**config.mk**
```make
export PLATFORM = sky130hd
export DESIGN_NAME = ddr3_ui_arbiter
export DESIGN_NICKNAME = d
export VERILOG_FILES = /design/src/rtl/ddr3_ui_arbiter.sv
export SDC_FILE = /design/constraint.sdc
export NUM_CORES = 1
export LEC_CHECK = 0
export CAP_MARGIN = 15
export CORE_MARGIN = 10
export CORE_UTILIZATION = 45
export DETAILED_ROUTE_END_ITERATION = 8
export PLACE_DENSITY_LB_ADDON = 0.1
export RECOVER_POWER = 25
export SETUP_SLACK_MARGIN = 0.02
export SYNTH_ARGS = -nofsm -noshare
export SYNTH_HDL_FRONTEND = slang
export SYNTH_SLANG_ARGS = --single-unit
```
**constraint.sdc**
```tcl
create_clock -name clk -period 3.37 [get_ports clk]
set_input_delay 0.5055 -clock clk [delete_from_list [all_inputs] [get_ports clk]]
set_output_delay 0.5055 -clock clk [all_outputs]
set_load 0.01 [all_outputs]
```
**src/rtl/ddr3_ui_arbiter.sv**
```systemverilog
// Two-requester round-robin arbiter in front of a MIG DDR3 user interface.
// A granted requester gets a fixed-length burst of commands. Each command
// advances the word address by ADDR_UNIT. Read bursts stay open until every
// read beat has come back from the controller.
module ddr3_ui_arbiter #(
  parameter int BURST_LEN = 16,
  parameter int ADDR_UNIT = 8
) (
  input  logic        clk,
  input  logic        reset,
  input  logic        calib_done,
  input  logic        req0,
  input  logic        req0_wr,
  input  logic [29:0] req0_addr,
  input  logic        req1,
  input  logic        req1_wr,
  input  logic [29:0] req1_addr,
  output logic        gnt0,
  output logic        gnt1,
  output logic        done0,
  output logic        done1,
  output logic        sel,
  output logic        busy,
  input  logic        app_rdy,
  output logic        app_en,
  output logic [2:0]  app_cmd,
  output logic [29:0] app_addr,
  input  logic        app_rd_data_valid,
  output logic        err_unexp
);

  typedef enum logic [1:0] {S_IDLE, S_CMD, S_WAIT_RD} state_t;

  localparam logic [4:0] CNT_LAST   = 5'(BURST_LEN - 1);
  localparam logic [4:0] BURST_FULL = 5'(BURST_LEN);

  state_t      state_q, state_d;
  logic        sel_q, sel_d;
  logic        wr_q, wr_d;
  logic [29:0] base_q, base_d;
  logic [4:0]  cmd_cnt_q, cmd_cnt_d;
  logic [4:0]  rd_cnt_q, rd_cnt_d;
  logic        gnt0_q, gnt0_d, gnt1_q, gnt1_d;
  logic        done0_q, done0_d, done1_q, done1_d;
  logic        app_en_q, app_en_d;
  logic        err_q, err_d;

  logic        accept, last_cmd, read_active, beat_ok, rd_full, pick;
  logic [4:0]  rd_next;

  assign accept      = app_en_q & app_rdy;
  assign last_cmd    = accept & (cmd_cnt_q == CNT_LAST);
  assign read_active = (state_q != S_IDLE) & ~wr_q;
  assign beat_ok     = app_rd_data_valid & read_active & (rd_cnt_q < BURST_FULL);
  assign rd_next     = rd_cnt_q + 5'(beat_ok);
  assign rd_full     = (rd_next == BURST_FULL);

  // State register. The latched direction resets to write so that app_cmd idles at 3'b000.
  always_ff @(posedge clk) begin
    if (reset) begin
      state_q   <= S_IDLE;
      sel_q     <= 1'b0;
      wr_q      <= 1'b1;
      base_q    <= '0;
      cmd_cnt_q <= '0;
      rd_cnt_q  <= '0;
      gnt0_q    <= 1'b0;
      gnt1_q    <= 1'b0;
      done0_q   <= 1'b0;
      done1_q   <= 1'b0;
      app_en_q  <= 1'b0;
      err_q     <= 1'b0;
    end else begin
      state_q   <= state_d;
      sel_q     <= sel_d;
      wr_q      <= wr_d;
      base_q    <= base_d;
      cmd_cnt_q <= cmd_cnt_d;
      rd_cnt_q  <= rd_cnt_d;
      gnt0_q    <= gnt0_d;
      gnt1_q    <= gnt1_d;
      done0_q   <= done0_d;
      done1_q   <= done1_d;
      app_en_q  <= app_en_d;
      err_q     <= err_d;
    end
  end

  // Next-state logic: arbitration, command issue and read-beat accounting.
  always_comb begin
    state_d   = state_q;
    sel_d     = sel_q;
    wr_d      = wr_q;
    base_d    = base_q;
    cmd_cnt_d = cmd_cnt_q;
    rd_cnt_d  = rd_next;
    gnt0_d    = 1'b0;
    gnt1_d    = 1'b0;
    done0_d   = 1'b0;
    done1_d   = 1'b0;
    app_en_d  = 1'b0;
    err_d     = err_q | (app_rd_data_valid & ~beat_ok);
    pick      = 1'b0;
    case (state_q)
      S_IDLE: begin
        if (calib_done && (req0 || req1)) begin
          pick      = (req0 && req1) ? ~sel_q : req1;
          gnt0_d    = ~pick;
          gnt1_d    = pick;
          sel_d     = pick;
          wr_d      = pick ? req1_wr : req0_wr;
          base_d    = pick ? req1_addr : req0_addr;
          cmd_cnt_d = '0;
          rd_cnt_d  = '0;
          state_d   = S_CMD;
        end
      end
      S_CMD: begin
        app_en_d = 1'b1;
        if (accept) begin
          cmd_cnt_d = cmd_cnt_q + 5'd1;
        end
        if (last_cmd) begin
          app_en_d = 1'b0;
          if (wr_q || rd_full) begin
            done0_d = ~sel_q;
            done1_d = sel_q;
            state_d = S_IDLE;
          end else begin
            state_d = S_WAIT_RD;
          end
        end
      end
      S_WAIT_RD: begin
        if (rd_full) begin
          done0_d = ~sel_q;
          done1_d = sel_q;
          state_d = S_IDLE;
        end
      end
      default: state_d = S_IDLE;
    endcase
  end

  // Output logic: registered pulses plus the address formed from base and command count.
  always_comb begin
    gnt0      = gnt0_q;
    gnt1      = gnt1_q;
    done0     = done0_q;
    done1     = done1_q;
    sel       = sel_q;
    busy      = (state_q != S_IDLE);
    app_en    = app_en_q;
    app_cmd   = wr_q ? 3'b000 : 3'b001;
    app_addr  = base_q + 30'(cmd_cnt_q) * 30'(ADDR_UNIT);
    err_unexp = err_q;
  end

endmodule

```
-- Yosys cells after proc, flatten, opt, wreduce, memory -nomap -nowiden
Cells that the tools add are included.
- register bits: 50
- output and inout port bits: 41
- word-level logic and storage cells: 73
- add/sub/neg operators: 3
- magnitude comparators: 1
- eq/ne operators: 8
- multiplexer cells: 23
- bitwise operators: 14
- reductions and logical operators: 12
- operator list (kind ; count):
    $add A30 B8 Y30 ; 1
    $mux W30 ; 1
    $mux W5 ; 4
    $mux W1 ; 10
    $pmux W5 S2 ; 1
    $mux W2 ; 4
    $ne A2 B2 Y1 const B ; 4
    $not A1 Y1 ; 7
    $and A1 B1 Y1 ; 6
    $pmux W2 S3 ; 1
    $reduce_and A3 Y1 ; 2
    $add A5 B1 Y5 ; 1
    $add A5 B1 Y5 const B ; 1
    $eq A5 B4 Y1 const B ; 1
    $eq A5 B5 Y1 const B ; 1
    $lt A5 B5 Y1 const B ; 1
    $pmux W1 S2 ; 2
    $reduce_bool A2 Y1 ; 2
    $reduce_or A3 Y1 ; 1
    $eq A2 B1 Y1 const B ; 1
    $eq A2 B2 Y1 const B ; 1
    $logic_and A1 B1 Y1 ; 2
    $logic_not A2 Y1 ; 1
    $logic_or A1 B1 Y1 ; 2
    3 further kinds ; 3

-- Depth between registers and ports, before layout
- word-level depth: 10
- gate-level depth with buffers: 9
- depth with buffers taken out: 9

-- Worst setup path after synthesis
OpenSTA, ideal clock, no wires.
- path kind: register to register
- start point: reg state_q[0]
- end point: reg done1_q (netlist: done1)
- arrival time: 2296 ps
- data required time: 3309 ps
- path slack: 1013 ps
- cell stages (with the launch flop): 10
- period minus slack after synthesis: 2357 ps
- cells stage by stage: dfxtp_1 > inv_1 > ha_1 > nor4b_1 > ha_1 > ha_1 > nor3b_1 > mux2i_1 > o31a_1 > and4bb_1
- word-level cells in the longest chain between the ends: 10
- elaborated cells between the ends (all ways): 13
- those cells by class: add/sub (1); eq/ne (3); mux (4); bitwise (3); reduce/logical (2)
- ends and longest elaborated chain (element ; line ; text):
    start: declaration ; 37 ; state_t state_q, state_d;
    start signal: assignment ; 74 ; state_q <= state_d;
    $reduce_bool A2 Y1 ; 53 ; assign read_active = (state_q != S_IDLE) & ~wr_q;
    $and A1 B1 Y1 ; 53 ;
    $and A1 B1 Y1 (2 in series) ; 54 ; assign beat_ok = app_rd_data_valid & read_active & (rd_cnt_q < BURST_FULL);
    $add A5 B1 Y5 ; 55 ; assign rd_next = rd_cnt_q + 5'(beat_ok);
    $eq A5 B5 Y1 ; 56 ; assign rd_full = (rd_next == BURST_FULL);
    $logic_or A1 B1 Y1 ; 125 ; if (wr_q || rd_full) begin
    $mux W1 ; 125 ;
    $mux W1 ; 123 ; if (last_cmd) begin
    $pmux W1 S2 (*) ; 104 ; case (state_q)
    end signal: assignment ; 83 ; done1_q <= done1_d;
    end: declaration ; 44 ; logic done0_q, done0_d, done1_q, done1_d;
Every way passes the cells marked *; elsewhere a longest branch is shown, timed or not.
A chain may end at the register's enable or synchronous reset.

-- Worst setup path after layout
- start point: reg cmd_cnt_q[0]
- end point: out app_addr[29]
- word-level cells in the longest chain between the ends: 1
- ends and longest elaborated chain (element ; line ; text):
    start: declaration ; 41 ; logic [4:0] cmd_cnt_q, cmd_cnt_d;
    start signal: assignment ; 78 ; cmd_cnt_q <= cmd_cnt_d;
    $add A30 B8 Y30 ; 155 ; app_addr = base_q + 30'(cmd_cnt_q) * 30'(ADDR_UNIT);
    end: declaration ; 27 ; output logic [29:0] app_addr,
Every way passes these cells.

==> metrics.cfg <==
[outcome]
status=completed

[route]
viasPerCell=5.51
routed_wl_um=8820
firstDrtPassIters=4
ant_nets=0
top_layer=met4
drc=0
met1_length_um=3940
drt-wirelength-per-cell_um=17.4
drt-initial-drc-count=105
met3WireLength_um=660
route.met2.wl_um=4120
vias=2797

[floorplanning]
die_h_um=102
die_width_um=102
core_area_mm2=0.00642
fp.dieArea_mm2=0.0104
pin_count=110
rows=29
start_util=0.469

[synthesis]
postSynthCellCount=337
ys_top_cells_by_area=dfxtp_1 (33%), mux2i_1 (11%), a211oi_1 (7.7%)
synth_largest_area_cell=dfxtp_1
ys_seq_area_frac=0.333
ys.flop_type=dfxtp_1
synth_top_area_frac=0.333
synth-seq-cells=50
synth-edff-count=0
syn_area_mm2=0.00301
ys_warn_count=0
async_reset_ff_frac=0
synth.distinct_cells=49
avgSynthCellArea_um2=8.93

[setup_path]
start_kind=flip-flop
worst_ep_required_time_ns=2.86
crit_path_end_kind=output pin
crit_path_max_fanout=6
crit_arrival_ns=2.67
critPathKind=reg -> out

[timing]
skew_ns=0.00715
hold_viol=0
holdWs_ns=0.456
fmax_mhz=315
setup_viol=0
timing.slew.headroom=0.189
worst_slack_ns=0.195
slew_viol_final=0
rsz0062_at_grt=no
fin_tns_setup_ns=0
fin_crit_ns=3.17
max_slew.worst_pin.slew_ns=1.22
post-route-period-util=0.942

[global_route]
first_global_vias=2746
grt_pass1_wl_um=13600
antenna_found_initial=0
grt_max_degree=67
grt_use_total=0.161
gr-total-overflow=0

[clock_tree]
cts.sinks=50
htreeDepth=2
cts_tree=yes
clk_latency_ns=0.31
cts_made_buffers=5
clk_pin_slew_ns=0.10
cts_setup_buffers=0
clock_path_buffers=2
clockRootBuffer=clkbuf_8

[flow_run]
maxCapViolCount=0

[power_and_ir_drop]
vdd_ir_drop_max_uv=277
p_leak_nw=1.63
p_per_area_mw_per_mm2=451

[final_layout]
n_fill_cell=561
layout_common_cells=clkdlybuf4s50_1 (94), dfxtp_1 (49), nor2_1 (36)
final_core_utilization=0.658
areaGrowthSynthToFinish_pct=40.4
layout.cells.most_common=clkdlybuf4s50_1
antenna_cells=0
nNetsFinal=512
layout-drive-gt1-share=0.0580

[min_path]
holdCritPathClass=reg -> reg

[placement]
dp_hpwl_um=6530
gp_routability_congestion=0.805
dp_slack_ns=0.230
io_buffers=107

==> logic make-up (layout without fill, tap and decap cells) <==
kind of cell,Yosys count,count (layout),synth area share
fa+ha+maj,13,13,0.0565
flops,50,50,0.333
simple gates,100,100,0.182
other cells,1,2,0.00125
mux,34,34,0.113
compound gates,71,72,0.168
xor+xnor,28,28,0.0815
buf+inv,40,132,0.0644
==> routing by layer <==
metal  up-vias  global-route usage
li1       1403                   -
met1      1292               0.197
met2        95               0.271
met3         7              0.0436
met4         0              0.0462
met5         -                   0
==> through the flow <==
stage,cells,power [W],area (µm²)
final,508,0.00191,4230
after CTS,507,0.00193,4190
after detailed placement,499,0.00150,4080
after floorplan,338,0.00118,3010
after global placement,499,0.00148,4080
after global routing,508,0.00202,4230
==> final timing paths <==
| path | startpoint | end | slack (ns) | cells past startpoint |
|---|---|---|---|---|
| min reg2reg | err_unexp$_SDFF_PP0_ | err_unexp$_SDFF_PP0_ | 0.46 | 2 |
| max | cmd_cnt_q[0]$_SDFFE_PP0P_ | app_addr[29] | 0.20 | 8 |
| max reg2reg | state_q[0]$_SDFFE_PP0P_ | done1$_SDFF_PP0_ | 0.64 | 9 |
| min | err_unexp$_SDFF_PP0_ | err_unexp$_SDFF_PP0_ | 0.46 | 2 |
==> report_power, final <==
| part | internal [W] | leakage [nW] | total (W) | switching (W) |
|---|---|---|---|---|
| clock | 0.000221 | 0.0504 | 0.000431 | 0.000210 |
| sequential | 0.000675 | 0.411 | 0.000762 | 0.0000868 |
| combinational | 0.000376 | 1.17 | 0.000714 | 0.000338 |
==> worst max-delay path: stages (launching register included) <==
cell	delay, ns
dfxtp_2	0.37
ha_1	0.20
inv_1	0.07
fa_1	0.43
nor2b_4	0.20
o31a_4	0.21
o2111ai_1	0.15
xnor2_1	0.18
clkdlybuf4s50_1	0.56
==> synthesized netlist by cell type (2+ instances only) <==
cell and count:
o2111ai_1 6, clkbuf_1 9, xnor2_1 26, ha_1 12, o211ai_1 3, nor2_1 37, or3_1 2, and4_1 2
buf_4 9, nand2b_1 5, o21ai_0 8, inv_1 13, nand3_1 8, or2_2 2, xor2_1 2, nor3b_1 6
o31a_1 2, nand3b_1 2, a21oi_1 9, nor3_1 5, and3_1 6, nand2_1 8, buf_2 8, a22o_1 2
dfxtp_1 50, mux2i_1 34, a211oi_1 31, nand4_1 9
==> timing repair <==
item | in CTS | in global routing
gates cloned | 0 | 1
setup endpoints to repair | 11 | 11
resized for setup | 1 | 5
hold buffers | 0 | 0
pin swaps | 0 | 1
==> registers in the layout (all words and copies together), names as in the netlist <==
signal,flops
err_unexp,1
done0,1
done1,1
rd_cnt_q,5
cmd_cnt_q,5
sel,1
gnt1,1
state_q,2
base_q,30
app_en,1
gnt0,1
wr_q,1
==> final cells by class <==
type | count | area (µm²) | share of cell area
multi-input combinational | 249 | 1870 | 0.443
timing repair buffer | 111 | 1090 | 0.259
sequential | 50 | 1000 | 0.237
tap | 77 | 96.3 | 0.0228
clock buffer | 5 | 68.8 | 0.0163
inverter | 13 | 48.8 | 0.0115
clock inverter | 3 | 45.0 | 0.0107
(Power assumes the default switching activity.)
